$ cat src/rtl/mem_port_arbiter_pkg.sv
// -----------------------------------------------------------------------------
// mem_port_arbiter_pkg
//   Shared definitions for the unified instruction/data memory port arbiter:
//   state encoding, the default memory latency (also used by the memory model
//   and the testbench) and the latency counter width.
// -----------------------------------------------------------------------------
package mem_port_arbiter_pkg;

  // Default memory read/write latency in cycles (legal range 1..15).
  localparam int DEFAULT_MEM_LAT = 2;

  // Latency counter width: 4 bits covers MEM_LAT up to 15.
  localparam int CNT_W = 4;

  // Arbiter state encoding.
  localparam logic [1:0] ST_IDLE     = 2'd0;
  localparam logic [1:0] ST_BUSY_IF  = 2'd1;
  localparam logic [1:0] ST_BUSY_MEM = 2'd2;

  typedef enum logic [1:0] {
    S_IDLE     = ST_IDLE,
    S_BUSY_IF  = ST_BUSY_IF,
    S_BUSY_MEM = ST_BUSY_MEM
  } arb_state_t;

endpackage : mem_port_arbiter_pkg

$ cat src/rtl/mem_port_arbiter_timer.sv
// -----------------------------------------------------------------------------
// mem_lat_timer
//   Loadable down-counter that times one memory access. A start pulse loads
//   lat-1 and arms the timer; `last` is high during the final cycle of the
//   access, after which the timer disarms itself.
//
// Ports:
//   clk    in   system clock
//   rstn   in   asynchronous active-low reset
//   start  in   load the counter (one cycle, only while disarmed)
//   lat    in   access length in cycles, 1..15
//   last   out  high in the last cycle of the timed access
// -----------------------------------------------------------------------------
module mem_lat_timer
  import mem_port_arbiter_pkg::*;
(
  input  logic             clk,
  input  logic             rstn,
  input  logic             start,
  input  logic [CNT_W-1:0] lat,
  output logic             last
);

  localparam logic [CNT_W-1:0] CNT_ONE = CNT_W'(1);

  logic [CNT_W-1:0] cnt_q;
  logic             active_q;

  // NOTE: sequential state uses non-blocking assignments so every register
  // samples the pre-edge values, independent of statement order.
  always_ff @(posedge clk or negedge rstn) begin
    if (!rstn) begin
      cnt_q    <= '0;
      active_q <= 1'b0;
    end else if (start) begin
      cnt_q    <= lat - CNT_ONE;
      active_q <= 1'b1;
    end else if (active_q) begin
      if (cnt_q == '0) begin
        active_q <= 1'b0;
      end else begin
        cnt_q <= cnt_q - CNT_ONE;
      end
    end
  end

  assign last = active_q && (cnt_q == '0);

endmodule : mem_lat_timer

$ cat src/rtl/mem_port_arbiter.sv
// -----------------------------------------------------------------------------
// mem_port_arbiter
//   Shares one single-port unified memory between the IF-stage fetch and the
//   MEM-stage load/store. MEM has priority over IF (older instruction). Each
//   access occupies the bus for exactly MEM_LAT cycles, is never preempted and
//   finishes with a registered read-data capture and a one-cycle done pulse.
//   Stall outputs hold the pipeline while a request is outstanding.
//
// Ports:
//   clk, rstn                 clock, asynchronous active-low reset
//   if_req/if_addr            fetch request (level, held until if_done)
//   if_rdata/if_done          fetched instruction (registered), done pulse
//   mem_req/mem_we/mem_addr/mem_wdata   load/store request
//   mem_rdata/mem_done        load data (registered), done pulse
//   bus_en/bus_we/bus_addr/bus_wdata    memory-side command, stable while busy
//   bus_rdata                 memory read data, valid in the last busy cycle
//   stall_if/stall_mem        requester waiting for completion
//   conflict_cnt              saturating count of contested IDLE cycles
// -----------------------------------------------------------------------------
module mem_port_arbiter
  import mem_port_arbiter_pkg::*;
#(
  parameter int MEM_LAT = DEFAULT_MEM_LAT,
  parameter int ADDR_W  = 32,
  parameter int DATA_W  = 32
) (
  input  logic              clk,
  input  logic              rstn,
  input  logic              if_req,
  input  logic [ADDR_W-1:0] if_addr,
  output logic [DATA_W-1:0] if_rdata,
  output logic              if_done,
  input  logic              mem_req,
  input  logic              mem_we,
  input  logic [ADDR_W-1:0] mem_addr,
  input  logic [DATA_W-1:0] mem_wdata,
  output logic [DATA_W-1:0] mem_rdata,
  output logic              mem_done,
  output logic              bus_en,
  output logic              bus_we,
  output logic [ADDR_W-1:0] bus_addr,
  output logic [DATA_W-1:0] bus_wdata,
  input  logic [DATA_W-1:0] bus_rdata,
  output logic              stall_if,
  output logic              stall_mem,
  output logic [15:0]       conflict_cnt
);

  localparam logic [CNT_W-1:0] LAT = CNT_W'(MEM_LAT);

  arb_state_t        state_q;
  logic [DATA_W-1:0] if_rdata_q;
  logic [DATA_W-1:0] mem_rdata_q;
  logic              if_done_q;
  logic              mem_done_q;
  logic              bus_en_q;
  logic              bus_we_q;
  logic [ADDR_W-1:0] bus_addr_q;
  logic [DATA_W-1:0] bus_wdata_q;
  logic [15:0]       conflict_q;

  logic elig_if;
  logic elig_mem;
  logic idle;
  logic grant_mem;
  logic grant_if;
  logic access_last;

  // A requester whose done pulse is showing is retiring this cycle; excluding
  // it stops the still-high level request from being granted a second time.
  assign elig_if   = if_req  && !if_done_q;
  assign elig_mem  = mem_req && !mem_done_q;
  assign idle      = (state_q == S_IDLE);
  assign grant_mem = idle && elig_mem;
  assign grant_if  = idle && !elig_mem && elig_if;

  mem_lat_timer u_timer (
    .clk   (clk),
    .rstn  (rstn),
    .start (grant_mem || grant_if),
    .lat   (LAT),
    .last  (access_last)
  );

  always_ff @(posedge clk or negedge rstn) begin
    if (!rstn) begin
      state_q     <= S_IDLE;
      if_rdata_q  <= '0;
      mem_rdata_q <= '0;
      if_done_q   <= 1'b0;
      mem_done_q  <= 1'b0;
      bus_en_q    <= 1'b0;
      bus_we_q    <= 1'b0;
      bus_addr_q  <= '0;
      bus_wdata_q <= '0;
      conflict_q  <= '0;
    end else begin
      // Done outputs are pulses: cleared every cycle unless set below.
      if_done_q  <= 1'b0;
      mem_done_q <= 1'b0;

      unique case (state_q)
        S_IDLE: begin
          if (elig_if && elig_mem && (conflict_q != 16'hFFFF)) begin
            conflict_q <= conflict_q + 16'd1;
          end
          if (grant_mem) begin
            state_q     <= S_BUSY_MEM;
            bus_en_q    <= 1'b1;
            bus_we_q    <= mem_we;
            bus_addr_q  <= mem_addr;
            bus_wdata_q <= mem_wdata;
          end else if (grant_if) begin
            state_q     <= S_BUSY_IF;
            bus_en_q    <= 1'b1;
            bus_we_q    <= 1'b0;
            bus_addr_q  <= if_addr;
            bus_wdata_q <= '0;
          end
        end

        S_BUSY_IF: begin
          if (access_last) begin
            state_q    <= S_IDLE;
            if_done_q  <= 1'b1;
            if_rdata_q <= bus_rdata;
            bus_en_q   <= 1'b0;
            bus_we_q   <= 1'b0;
          end
        end

        S_BUSY_MEM: begin
          if (access_last) begin
            state_q    <= S_IDLE;
            mem_done_q <= 1'b1;
            // Stores leave the last load result visible.
            if (!bus_we_q) begin
              mem_rdata_q <= bus_rdata;
            end
            bus_en_q <= 1'b0;
            bus_we_q <= 1'b0;
          end
        end

        default: state_q <= S_IDLE;
      endcase
    end
  end

  assign if_rdata     = if_rdata_q;
  assign mem_rdata    = mem_rdata_q;
  assign if_done      = if_done_q;
  assign mem_done     = mem_done_q;
  assign bus_en       = bus_en_q;
  assign bus_we       = bus_we_q;
  assign bus_addr     = bus_addr_q;
  assign bus_wdata    = bus_wdata_q;
  assign conflict_cnt = conflict_q;
  assign stall_if     = if_req  && !if_done_q;
  assign stall_mem    = mem_req && !mem_done_q;

endmodule : mem_port_arbiter

$ cat config.mk
export PLATFORM = sky130hd
export DESIGN_NAME = mem_port_arbiter
export DESIGN_NICKNAME = d
export VERILOG_FILES = /design/src/rtl/mem_port_arbiter_pkg.sv /design/src/rtl/mem_port_arbiter_timer.sv /design/src/rtl/mem_port_arbiter.sv
export SDC_FILE = /design/constraint.sdc
export NUM_CORES = 1
export LEC_CHECK = 0
export CORE_UTILIZATION = 40
export DETAILED_ROUTE_END_ITERATION = 8
export PLACE_DENSITY = 0.77
export SYNTH_ARGS = -nofsm -noshare
export SYNTH_HDL_FRONTEND = slang
export SYNTH_SLANG_ARGS = --single-unit
$ cat constraint.sdc
create_clock -name clk -period 3.3 [get_ports clk]
set_input_delay 0.495 -clock clk [delete_from_list [all_inputs] [get_ports clk]]
set_output_delay 0.495 -clock clk [all_outputs]
set_load 0.02 [all_outputs]
### Word-level counts from Yosys, hierarchy flattened

Index checks and enable logic that the tools add are counted.

* add/subtract/negate cells: 2
* equal/unequal tests: 6
* mux-type cells: 24
* bitwise gates (word level): 1
* reductions and logical operators: 25

Operators by type and width (count)
* 32-bit 2-to-1 mux: 4
* 16-bit by 1-bit adder with 16-bit output (second input constant): 1
* 16-bit != test (second input constant): 1
* 4-bit 2-to-1 mux: 3
* 1-bit 2-to-1 mux: 11
* 2-bit AND reduction: 5
* 1-bit logical AND: 8
* 2-bit 2-to-1 mux: 3
* 3-bit AND reduction: 2
* 2-bit nonzero test: 3
* 4-bit logical NOT: 1
* 2-bit by 1-bit != test with 1-bit output (second input constant): 2
* 1-bit one-hot mux with 2 select lines: 2
* 2-bit one-hot mux with 2 select lines: 1
* 4-bit by 1-bit subtractor with 4-bit output (second input constant): 1
* 1-bit logical NOT: 3
* 3-bit by 1-bit != test with 1-bit output (second input constant): 1
* 2-bit by 1-bit equality test with 1-bit output (second input constant): 1
* 2-bit equality test (second input constant): 1
* 2-bit logical NOT: 1
* 2-bit OR reduction: 1
* 1-bit logical OR: 1
* 1-bit NOT: 1

* register bits: 155
* input bits: 133
* output and inout port bits: 150
* logic and storage cells: 70

### Logic depth before layout (Yosys ltp)

* depth after elaboration: 8
* mapped depth: 8
* gate-level depth less buffers: 6

### Hierarchy

A second synthesis with hierarchy kept.

* cells, all modules: 491
* area, all modules: 6416.2 sq um

By module, submodules not included
* mem_port_arbiter: instances 1, cells an instance 460, area each 6114.6 sq um, seq. area each 3753.6 sq um
* mem_lat_timer: instances 1, cells an instance 31, area each 301.5 sq um, seq. area each 125.1 sq um

### Least setup slack after synthesis

No wires, ideal clock.

* path kind: register to register
* start: register state_q[1]
* end: register conflict_q[1] (netlist: conflict_cnt[1])
* library setup time: 125 ps
* arrival time: 1641 ps
* required time: 3175 ps
* setup slack: 1534 ps
* stages on the path, launching flop included: 8
* buffers on the path: 1
* clock period less this slack: 1766 ps
* cells stage by stage: dfrtp_1 inv_1 ha_1 nand3b_1 buf_2 nor2_2 and2_4 mux2_4

* longest elaborated chain between the ends: 2

Ends and longest elaborated chain
* from (decl): RTL line mem_port_arbiter.sv:51 `arb_state_t state_q;`
* from (signal assigned): RTL line mem_port_arbiter.sv:87 `state_q <= S_IDLE;`
* from (signal assigned): RTL line mem_port_arbiter.sv:108 `state_q <= S_BUSY_MEM;`
* from (signal assigned): RTL line mem_port_arbiter.sv:114 `state_q <= S_BUSY_IF;`
* 2-bit logical NOT: RTL line mem_port_arbiter.sv:102 `unique case (state_q)`
* 2-bit AND reduction (no source line)
* to (signal assigned): RTL line mem_port_arbiter.sv:105 `conflict_q <= conflict_q + 16'd1;`
* to (decl): RTL line mem_port_arbiter.sv:60 `logic [15:0] conflict_q;`

Every way passes these cells.
A chain may end at the register's enable or synchronous reset.

### Final worst setup path

* start: register u_timer.cnt_q[0]
* end: register mem_rdata_q[21] (netlist: mem_rdata[21])

* longest elaborated chain between the ends: 3

Ends and longest elaborated chain
* from (decl): RTL line mem_port_arbiter_timer.sv:26 `logic [CNT_W-1:0] cnt_q;`
* from (signal assigned): RTL line mem_port_arbiter_timer.sv:36 `cnt_q <= lat - CNT_ONE;`
* from (signal assigned): RTL line mem_port_arbiter_timer.sv:42 `cnt_q <= cnt_q - CNT_ONE;`
* 4-bit logical NOT: RTL line mem_port_arbiter_timer.sv:47 `assign last = active_q && (cnt_q == '0);`
* 1-bit logical AND: RTL line mem_port_arbiter_timer.sv:47
* 3-bit AND reduction (no source line)
* to (signal assigned): RTL line mem_port_arbiter.sv:138 `mem_rdata_q <= bus_rdata;`
* to (decl): RTL line mem_port_arbiter.sv:53 `logic [DATA_W-1:0] mem_rdata_q;`

Every way passes these cells.

==> flow_summary.ini <==
[worst_setup_path]
cp_slowest_stage_delay_ps = 590
crit_family = simple AND/OR/NAND/NOR gates
crit_fanout = 23
crit_path_start_kind = flop
cp.required_ps = 3590
worst-path-buf-inv = 2
crit_slowest_cell = nand2b_2
cp-end-kind = flop
crit_path_cell_trace = inv_1 -> ha_1 -> and4bb_1 -> and2_1 -> nand2b_2 -> buf_4 -> mux2_4
crit_arrival_ps = 2750
crit_type = flop to flop

[logic_synthesis]
seq_area_frac_synth_pct = 60.3
syn-num-nets = 613
synth.largest_area_cell = dfrtp_1
synth_top_cells_by_area = dfrtp_1, mux2_4, mux2_2
yosysWarnings = 0
ys_seq_elements = 155
netlist.area_leader.share_pct = 60.3
avgSynthCellArea_um2 = 13.6
netlist_area_mm2 = 0.00643
synth_cells = 473
ys_types = 39

[layout]
nNetsFinal = 895
multiInputGateArea_mm2 = 0.00239
final_common_cell = clkdlybuf4s50_1
drive_gt1_share_pct = 14.5
utilization_pct = 65.1
n_fill_cell = 1166
antennaDiodeCount = 0
syn_to_final_growth_pct = 56.1
seq_area_mm2 = 0.00388
final_cell_mix = clkdlybuf4s50_1, dfrtp_1, nand2_1

[grt]
grt_pass1_vias = 5086
track_usage_pct = 20.4
antenna_found_initial = 0
grt_pass1_wl_mm = 26.0
gr-total-overflow = 0
grt_max_degree = 102

[clock_network]
cts_htree_levels = 4
postCtsHoldBufs = 0
insertion_delay_ps = 410
cts-root-buf = clkbuf_16
cts_post_setup_buffers_inserted = 0
cts_max_path_buffers = 2
cts_buffers = 17
cts_resized = 0
cts.clk_slew.worst_paths_ps = 60
cts_sinks = 155
cts_tree = done

[die]
dieArea_mm2 = 0.0166
initial_core_util_pct = 41.7
die_height_um = 129
fp-row-count = 45
die_x_um = 129
io_pins = 283
core_area_mm2 = 0.0154

[routing]
vias = 4821
drc = 0
wl_mm = 16.5
drt_iter0_drc = 164
vias_per_cell = 4.92
wl_per_cell_um = 16.9
ant_nets = 0
drtPass1Iterations = 4

[sta]
worstMarginPinSlew_ps = 822
final-setup-viol-count = 0
fin_setup_tns_ps = 0
hold_slack_ps = 90.3
min_period_over_period_pct = 74.4
fmax_ghz = 0.407
hold_viol_final = 0
rsz0062_at_grt = false
slew_violations = 0
layout_min_cycle_time_ps = 2460
slew_headroom_pct = 45.2
finClkSkew_ps = 7.41

[flow_run]
drv_cap = 0

[hold_path]
worstHoldPathType = input port to async pin

[placed_design]
hpwl_mm = 12.2
gp_congestion = 0.795
port-buffer-count = 282

[outcome]
status = finished, final reports clean

[power_and_ir_drop]
p_per_area_mw_per_mm2 = 993
peakVddDrop_uv = 465
p_leak_nw = 4.53
==> layer usage <==
| metal | part of all wire, % | track usage, % | routed length (um) | vias up |
|---|---|---|---|---|
| met5 | 0 | 0 | 0 | - |
| met2 | 50 | 35.0 | 8300 | 198 |
| met3 | 9.0 | 7.44 | 1490 | 22 |
| met4 | 2.0 | 7.68 | 328 | 0 |
| met1 | 39 | 23.2 | 6410 | 2363 |
| li1 | - | - | - | 2238 |
==> sequential cells by signal (all words and copies together) (netlist names), 2 cells and up <==
name,flops
bus_addr,32
mem_rdata,32
u_timer.cnt_q,4
state_q,2
conflict_cnt,16
bus_wdata,32
if_rdata,32
==> cell families after synthesis <==
kind of cell / synth area share (%)
mux: 18.5
fa+ha+maj: 1.36
simple gates: 7.00
xor+xnor: 2.45
buf+inv: 2.80
flops: 60.3
compound gates: 7.62
==> final timing paths <==
kind,start,end,slack [ps],cells after the start
max,u_timer.cnt_q[0],mem_rdata[21],840,7
min,rstn,if_rdata[0],90,1
max reg2reg,u_timer.cnt_q[0],mem_rdata[21],840,7
min reg2reg,bus_addr[19],bus_addr[19],480,2
max in group asynchronous,rstn,if_rdata[13],2310,2
min in group clk,bus_addr[19],bus_addr[19],480,2
==> worst register-to-register path, cell delays in order, from the launching register on <==
cell and delay, ps:
dfrtp_1 350, inv_1 90, ha_1 230, and4bb_1 220, and2_1 180, nand2b_2 590, buf_4 370, mux2_4 320
==> synth_stat cells <==
library cell,number
nor3_1,1
clkbuf_1,5
and3_1,4
or3b_2,1
mux2_4,31
a211oi_1,1
and4b_1,1
and4_1,2
a22oi_1,1
or4b_1,1
inv_1,10
o22ai_1,1
buf_6,3
o21ai_1,1
o21ai_0,32
buf_2,18
nand2b_1,4
nand4bb_1,1
nor2_2,1
nor2_1,3
nand2_1,42
xnor2_1,17
a21o_1,1
a21oi_1,2
and2_4,1
nand4b_1,3
nand3b_1,1
a22o_1,32
nand4_1,5
ha_1,7
xor2_1,1
dfrtp_1,155
a31oi_1,1
nand3_1,9
and4bb_1,1
nor4_1,1
mux2i_1,34
mux2_2,34
and2_1,4
==> report_power, final <==
| part | switching, mW | leakage (nW) | internal, mW |
|---|---|---|---|
| registers | 0.522 | 1.90 | 2.78 |
| logic | 2.35 | 2.35 | 2.52 |
| clock network | 0.774 | 0.277 | 1.03 |
==> per-stage QoR <==
step	power [mW]	area (um2)	setup slack (ps)	cells
2_1_floorplan	5.86	6430	1530	473
3_3_place_gp	8.08	9490	866	947
3_5_place_dp	8.23	9490	818	947
4_1_cts	10.1	10000	809	979
5_1_grt	10.5	10000	703	979
6_report	9.97	10000	843	979
==> area by class of cell <==
class / instances / area share [%]
sequential: 155 / 38.6
timing repair buffer: 289 / 29.0
multi-input combinational: 282 / 23.8
clock buffer: 20 / 4.65
tap: 211 / 2.63
clock inverter: 12 / 0.885
inverter: 10 / 0.374
(Power assumes the default switching activity.)
